File: src/rtl/fetch_pkg.sv
// rtl/fetch_pkg.sv - shared FSM state type and word constants for the instruction prefetcher
package fetch_pkg;

    typedef enum logic [1:0] {
        IDLE    = 2'd0,
        REQ     = 2'd1,
        WAIT_RV = 2'd2
    } fetch_state_e;

    localparam int INSTR_WIDTH    = 32;
    localparam int BYTES_PER_WORD = INSTR_WIDTH / 8;

endpackage

File: src/rtl/fetch_fifo.sv
// rtl/fetch_fifo.sv - small circular buffer of {instruction, address} entries with flush
module fetch_fifo #(
    parameter int WIDTH = 40,
    parameter int DEPTH = 2
) (
    input  logic                    clk,
    input  logic                    rst,
    input  logic                    push,
    input  logic                    pop,
    input  logic                    flush,
    input  logic [WIDTH-1:0]        wdata,
    output logic [WIDTH-1:0]        rdata,
    output logic [$clog2(DEPTH):0]  count,
    output logic                    full,
    output logic                    empty
);

    localparam int PW = $clog2(DEPTH);
    localparam logic [PW-1:0] PTR_ONE = PW'(1);
    localparam logic [PW:0]   CNT_ONE = (PW + 1)'(1);
    localparam logic [PW:0]   CNT_MAX = (PW + 1)'(DEPTH);

    logic [WIDTH-1:0] mem [DEPTH];
    logic [PW-1:0]    wptr;
    logic [PW-1:0]    rptr;
    logic             do_push;
    logic             do_pop;

    assign empty   = (count == '0);
    assign full    = (count == CNT_MAX);
    assign do_pop  = pop && !empty;
    assign do_push = push && (!full || do_pop);
    assign rdata   = mem[rptr];

    always_ff @(posedge clk) begin
        if (rst || flush) begin
            wptr  <= '0;
            rptr  <= '0;
            count <= '0;
        end else begin
            if (do_push) wptr <= wptr + PTR_ONE;
            if (do_pop)  rptr <= rptr + PTR_ONE;
            case ({do_push, do_pop})
                2'b10:   count <= count + CNT_ONE;
                2'b01:   count <= count - CNT_ONE;
                default: count <= count;
            endcase
        end
    end

    // Storage is not reset; the read side is qualified by count.
    always_ff @(posedge clk) begin
        if (do_push) mem[wptr] <= wdata;
    end

endmodule

File: src/rtl/instr_prefetch_buffer.sv
// rtl/instr_prefetch_buffer.sv - single-outstanding instruction prefetcher with branch flush
module instr_prefetch_buffer import fetch_pkg::*; #(
    parameter int                    ADDR_WIDTH = 8,
    parameter int                    DATA_WIDTH = BYTES_PER_WORD * 8,
    parameter int                    FIFO_DEPTH = 2,
    parameter logic [ADDR_WIDTH-1:0] BOOT_ADDR  = '0
) (
    input  logic                  clk,
    input  logic                  rst,
    input  logic                  branch_i,
    input  logic [ADDR_WIDTH-1:0] branch_addr_i,
    input  logic                  ready_i,
    output logic                  valid_o,
    output logic [DATA_WIDTH-1:0] rdata_o,
    output logic [ADDR_WIDTH-1:0] addr_o,
    output logic                  instr_req_o,
    output logic [ADDR_WIDTH-1:0] instr_addr_o,
    input  logic                  instr_gnt_i,
    input  logic                  instr_rvalid_i,
    input  logic [DATA_WIDTH-1:0] instr_rdata_i
);

    localparam int                    BPW        = DATA_WIDTH / 8;
    localparam int                    CW         = $clog2(FIFO_DEPTH) + 1;
    localparam logic [ADDR_WIDTH-1:0] ADDR_STEP  = ADDR_WIDTH'(BPW);
    localparam logic [ADDR_WIDTH-1:0] ALIGN_MASK = ~ADDR_WIDTH'(BPW - 1);
    localparam logic [CW-1:0]         CNT_ONE    = CW'(1);
    localparam logic [CW-1:0]         DEPTH_C    = CW'(FIFO_DEPTH);

    fetch_state_e                     state;
    fetch_state_e                     state_next;
    logic [ADDR_WIDTH-1:0]            fetch_addr;
    logic [ADDR_WIDTH-1:0]            fetch_addr_next;
    logic [ADDR_WIDTH-1:0]            req_addr;
    logic                             discard;
    logic                             discard_next;
    logic                             push;
    logic                             pop;
    logic [CW-1:0]                    count;
    logic [CW-1:0]                    count_next;
    logic                             full;
    logic                             empty;
    logic [DATA_WIDTH+ADDR_WIDTH-1:0] head;

    assign valid_o      = !empty;
    assign pop          = valid_o && ready_i;
    assign push         = (state == WAIT_RV) && instr_rvalid_i && !discard && !branch_i;
    assign instr_req_o  = (state == REQ);
    assign instr_addr_o = req_addr;
    assign rdata_o      = valid_o ? head[DATA_WIDTH+ADDR_WIDTH-1:ADDR_WIDTH] : '0;
    assign addr_o       = valid_o ? head[ADDR_WIDTH-1:0] : '0;

    always_comb begin
        state_next      = state;
        fetch_addr_next = fetch_addr;
        discard_next    = discard;
        count_next      = count;

        if (branch_i)
            count_next = '0;
        else if (push && !pop)
            count_next = count + CNT_ONE;
        else if (!push && pop)
            count_next = count - CNT_ONE;

        case (state)
            IDLE: begin
                if (!full) state_next = REQ;
            end
            REQ: begin
                // While a discard is pending, fetch_addr already holds the branch target.
                if (instr_gnt_i) begin
                    state_next = WAIT_RV;
                    if (!discard) fetch_addr_next = fetch_addr + ADDR_STEP;
                end
            end
            WAIT_RV: begin
                if (instr_rvalid_i) begin
                    discard_next = 1'b0;
                    state_next   = (count_next < DEPTH_C) ? REQ : IDLE;
                end
            end
            default: state_next = IDLE;
        endcase

        // A response still in flight belongs to the old path and must be dropped.
        if (branch_i) begin
            fetch_addr_next = branch_addr_i & ALIGN_MASK;
            if (state == REQ || (state == WAIT_RV && !instr_rvalid_i))
                discard_next = 1'b1;
        end
    end

    always_ff @(posedge clk) begin
        if (rst) begin
            state      <= IDLE;
            fetch_addr <= BOOT_ADDR & ALIGN_MASK;
            req_addr   <= BOOT_ADDR & ALIGN_MASK;
            discard    <= 1'b0;
        end else begin
            state      <= state_next;
            fetch_addr <= fetch_addr_next;
            discard    <= discard_next;
            if (state_next == REQ && state != REQ)
                req_addr <= fetch_addr_next;
        end
    end

    fetch_fifo #(
        .WIDTH (DATA_WIDTH + ADDR_WIDTH),
        .DEPTH (FIFO_DEPTH)
    ) u_fifo (
        .clk   (clk),
        .rst   (rst),
        .push  (push),
        .pop   (pop),
        .flush (branch_i),
        .wdata ({instr_rdata_i, req_addr}),
        .rdata (head),
        .count (count),
        .full  (full),
        .empty (empty)
    );

endmodule

File: config.mk
export PLATFORM = sky130hd
export DESIGN_NAME = instr_prefetch_buffer
export DESIGN_NICKNAME = d
export VERILOG_FILES = /design/src/rtl/fetch_pkg.sv /design/src/rtl/fetch_fifo.sv /design/src/rtl/instr_prefetch_buffer.sv
export SDC_FILE = /design/constraint.sdc
export NUM_CORES = 1
export LEC_CHECK = 0
export CORE_MARGIN = 5
export CORE_UTILIZATION = 54
export CTS_BUF_LIST = sky130_fd_sc_hd__clkbuf_16
export DETAILED_ROUTE_END_ITERATION = 10
export PLACE_DENSITY = 0.9
export SYNTH_ARGS = -nofsm -noshare
export SYNTH_HDL_FRONTEND = slang
export SYNTH_SLANG_ARGS = --single-unit
File: constraint.sdc
create_clock -name clk -period 6.9 [get_ports clk]
set_input_delay 1.38 -clock clk [delete_from_list [all_inputs] [get_ports clk]]
set_output_delay 1.38 -clock clk [all_outputs]
set_load 0.02 [all_outputs]
; Word-level counts from Yosys, hierarchy flattened
; Memory sizes are Yosys's and may differ from the RTL's. A register that Yosys moved wholly into a read port is not among the register bits.
; Cells that the tools add are included.
[totals]
regBits = 23
ram_bits = 80
in_bits = 46
out_inout_bits = 50
elab_cells = 67
memories = 1
[mem_list]
columns = name, words, width, rd, rd_clocked_by_memory_dff, write_ports, line
row1 = u_fifo.mem, 2, 40, 1, 1, 1, fetch_fifo.sv:23  ; logic [WIDTH-1:0] mem [DEPTH];
[classes]
add_sub_neg = 5
order_cmp = 1
eq_ne = 7
n_mux = 23
reduce_logical = 23
[op_table]
columns = op, n
row1 = 2-to-1 mux 8 bit, 5
row2 = 2-to-1 mux 32 bit, 1
row3 = 2-to-1 mux 2 bit, 6
row4 = logical AND 1 bit, 10
row5 = 2-to-1 mux 1 bit, 9
row6 = "adder 8 x 3 -> 8 bit, second input constant", 1
row7 = logical NOT 1 bit, 7
row8 = "equality test 2 x 1 -> 1 bit, second input constant", 3
row9 = "equality test 2 bit, second input constant", 3
row10 = one-hot mux 2 bit (3 select lines), 1
row11 = logical NOT 2 bit, 2
row12 = one-hot mux 2 bit (2 select lines), 1
row13 = logical OR 1 bit, 3
row14 = "adder 1 bit, second input constant", 2
row15 = "adder 2 x 1 -> 2 bit, second input constant", 1
row16 = "< comparator 2 bit, second input constant", 1
row17 = "!= test 2 x 1 -> 1 bit, second input constant", 1
row18 = nonzero test 2 bit, 1
row19 = "subtractor 2 x 1 -> 2 bit, second input constant", 1

; Logic depth before layout (Yosys ltp)
[logic_depth]
depth_word = 15
ltp_mapped = 10
mapped_depth_nobuf = 9

; Modules after synthesis
; Synthesis repeated with hierarchy kept, for this count alone.
[unflattened]
hier_cells = 297
hier_area_um2 = 4321.6
[by_module_without_submodules]
columns = module, n_inst, cells_each, area_each_um2, seq_area_each_um2
row1 = fetch_fifo, 1, 154, 3129.3, 2502.4
row2 = instr_prefetch_buffer, 1, 143, 1192.4, 380.4

; Least setup slack after synthesis
; No wires, ideal clock.
[synth_path]
kind = input port to flip-flop
from = input branch_i
to = memory u_fifo.mem[0][0] (enable)
setup_ps = 439
arrival_time_ps = 3632
required_ps = 6461
setup_slack_ps = 2829
path_stages = 4
path_cell_list = buf_4 a211oi_1 nand2_1 nor2_1
[synth_via]
elab_chain_cells = 5
[synth_rtl]
columns = element, line
row1 = "start, declared", instr_prefetch_buffer.sv:10  ; input logic branch_i,
row2 = logical NOT 1 bit, instr_prefetch_buffer.sv:47  ; assign push = (state == WAIT_RV) && instr_rvalid_i && !discard && !branch_i;
row3 = logical AND 1 bit, instr_prefetch_buffer.sv:47
row4 = logical AND 1 bit, fetch_fifo.sv:32  ; assign do_push = push && (!full || do_pop);
row5 = 2-to-1 mux 1 bit, fetch_fifo.sv:53  ; if (do_push) mem[wptr] <= wdata;
row6 = 2-to-1 mux 1 bit (not written as such), fetch_fifo.sv:53
row7 = "end, declared", fetch_fifo.sv:23
; No other way between the ends.

; Worst setup path in the final report
[layout_path]
from = input branch_i
to = memory u_fifo.mem[0][23] (enable)
; The elaborated chain is that of the path after synthesis.

==> impl_metrics.yaml <==
drt:
  vias: 2610
  wire_per_inst_um: 16.2
  drc: 0
  viasPerCell: 5.23
  routed_wl_um: 8060
  drt_pass1_iterations: 4
  drtIter0Drc: 112
  drtAntennaViolNets: 0
worst_hold_path:
  whs_path_depth: 2
  hold_path_class: "flip-flop to flip-flop"
  worst_hold_path.endpoint: "fetch_addr[0]"
  hp-start: "fetch_addr[0]"
clock_network:
  holdBufCountCts: 0
  insertion_delay_ps: 330
  cts.path.max_buffers: 2
  htreeDepth: 3
  clock_sinks: 104
  cts_resized: 0
  clock-root-buffer: "clkbuf_16"
  clk_pin_slew_ps: 60
  postCtsSetupRepairBufs: 0
  numCtsBuffers: 9
  cts_tree: "yes"
placed_design:
  gp_congestion: 0.795
  port_buffers: 93
  dpl.hpwl_um: 5290
finish:
  drive_gt1_frac: 0.0605
  seqCellArea_sq_mm: 0.00288
  antenna_cells: 0
  fin_nets: 442
  multi_input_area_sq_mm: 0.00114
  fillerInstances: 507
  area_growth_pct: 31.6
grt:
  antenna_found_initial: 0
  grt_overflow_total: 0
  grt_pass1_wl_um: 12900
  gr-usage-all-layers: 0.170
  first_global_vias: 2615
  grt_max_degree: 42
pwr:
  p_sw_uw: 269
  power.switching_fraction: 0.202
  p_total_uw: 1330
  power_frac_comb: 0.076
  max-vdd-ir-drop_uv: 155
  p_seq_frac: 0.527
  p_leak_uw: 0.00187
  power_density_mw_per_mm2: 243
  clockPowerShare: 0.398
  power.internal_uw: 1060
yosys:
  synthFlopType: "edfxtp_1"
  syn_inst: 303
  seq_area_frac_synth: 0.692
  yosys.cell_types.count: 39
  synth.most_common_cell: "edfxtp_1"
  synth_edf_count: 80
  synth_top_area_share: 0.576
  yosys-top-cells-count: "edfxtp_1 (80), nor2_1 (49), mux2i_1 (40), dfxtp_1 (24), inv_1 (18)"
  synth-seq-cells: 104
  synth_fp_nets: 353
  synth_area_per_cell_sq_um: 13.8
  synth_top_cells_by_area: "edfxtp_1 (58%), dfxtp_1 (12%), mux2i_1 (9.6%), nor2_1 (4.4%), inv_1 (1.6%)"
  ys_warn_count: 0
  yosysTopAreaCell: "edfxtp_1"
  synth_area_sq_mm: 0.00417
  async_flop_share: 0
timing:
  hold_ws_ps: 442
  min_period_over_period: 0.552
  layout_min_cycle_time_ps: 3810
  rsz0062_at_grt: "false"
  tightestPinTransition_ps: 1170
  slew_viol_final: 0
  hold_viol: 0
  fmax_mhz: 262
  setup-tns-final_ps: 0
  finClkSkew_ps: 6.18
  slew_headroom: 0.216
  setup_viol: 0
critical_path:
  reg2reg_depth: 6
  path_class: "input pin to flip-flop"
  crit_family: "simple AND/OR/NAND/NOR gates"
  crit_buf_inv: 1
  crit_fanout: 41
  arrival_ps: 3760
  cp_slowest_cell: "nor2_4"
  r2r_end: "u_fifo.mem[0][23]"
  r2r_slack_ps: 4120
  cpPeakStageDelay_ps: 910
  worst_ep_required_time_ps: 6840
  r2r_start: "u_fifo.count[1]"
  critPathCaptureType: "flip-flop"
  startpoint_type: "input pin"
  crit_chain: "clkdlybuf4s50_1, a211oi_1, nand2_1, nor2_4"
floorplan:
  ios: 96
  die-area_sq_mm: 0.00957
  die_h_um: 97.9
  rows: 32
  coreArea_sq_mm: 0.00761
  start_util: 0.548
  die_width_um: 97.9
status:
  status: "finished clean"
run:
  maxCapViolCount: 0
## power groups by stage
stage	Sequential [uW]	Combinational (uW)	Clock, uW
after floorplan	718	44.2	0
after global placement	715	97.2	0
after detailed placement	715	100	0
after CTS	702	101	537
after global routing	704	108	570
final	702	101	530
## worst min-delay path, stage by stage (launching register included)
cell and delay (ps):
dfxtp_1 300, nand2_1 70, inv_1 40
## per-stage QoR
| stage | area, sq um | std cells | util | worst slack, ps |
|---|---|---|---|---|
| finish | 5490 | 499 | 0.721 | 3090 |
| global route | 5490 | 499 | 0.721 | 2860 |
| CTS | 5490 | 499 | 0.721 | 3080 |
| detailed placement | 5170 | 483 | 0.679 | 2750 |
| global placement | 5170 | 483 | 0.679 | 2770 |
| floorplan | 4170 | 303 | - | 2830 |
## cells in the final DEF (no fill, tap or decap), drive strengths merged, types with 4 or more instances in the layout
cell type       n
clkdlybuf4s50  93
edfxtp         80
nor2           49
mux2i          40
dfxtp          24
inv            22
a21oi           9
clkbuf          9
a2bb2oi         8
nand2           6
xnor2           6
o21ai           6
nor3            5
nor2b           4
ha              4
## worst max-delay path by stage
| stage | endpoint | depth (start not counted) | slack [ps] | startpoint |
|---|---|---|---|---|
| finish | u_fifo.mem[0][23] | 4 | 3090 | branch_i |
| global route | u_fifo.mem[0][28] | 4 | 2860 | branch_i |
| CTS | u_fifo.mem[0][19] | 4 | 3080 | branch_i |
| detailed placement | u_fifo.mem[0][31] | 4 | 2750 | branch_i |
| global placement | u_fifo.mem[0][31] | 4 | 2770 | branch_i |
| floorplan | u_fifo.mem[0][0] | 4 | 2830 | branch_i |
## layout make-up
class | instances | area share
Sequential cell | 104 | 0.526
Multi-Input combinational cell | 163 | 0.207
Timing Repair Buffer | 95 | 0.172
Clock buffer | 9 | 0.0410
Tap cell | 102 | 0.0233
Clock inverter | 7 | 0.0173
Inverter | 19 | 0.0130
## layer usage
layer	vias up	wire length, um	global-route usage
met3	9	517	0.0343
met1	1251	3340	0.207
met5	-	0	0
met4	0	86	0.0639
li1	1272	-	-
met2	78	4120	0.301
## cell families after synthesis
logic type	count (synthesis)	share of synthesized area
fa+ha+maj	4	0.0120
xor+xnor	9	0.0207
mux	41	0.0988
compound gates	30	0.0495
simple gates	79	0.0883
flops	104	0.692
buf+inv	36	0.0390
## sequential cells by signal, summed over array words and instances, names as in the netlist, named ones only
| signal | count |
|---|---|
| state | 2 |
| discard | 1 |
| u_fifo.count | 2 |
| instr_addr_o | 8 |
| u_fifo.rptr | 1 |
| u_fifo.wptr | 1 |
| fetch_addr | 8 |
| u_fifo.mem | 80 |
Note: power is estimated with default switching activity, not from simulation.
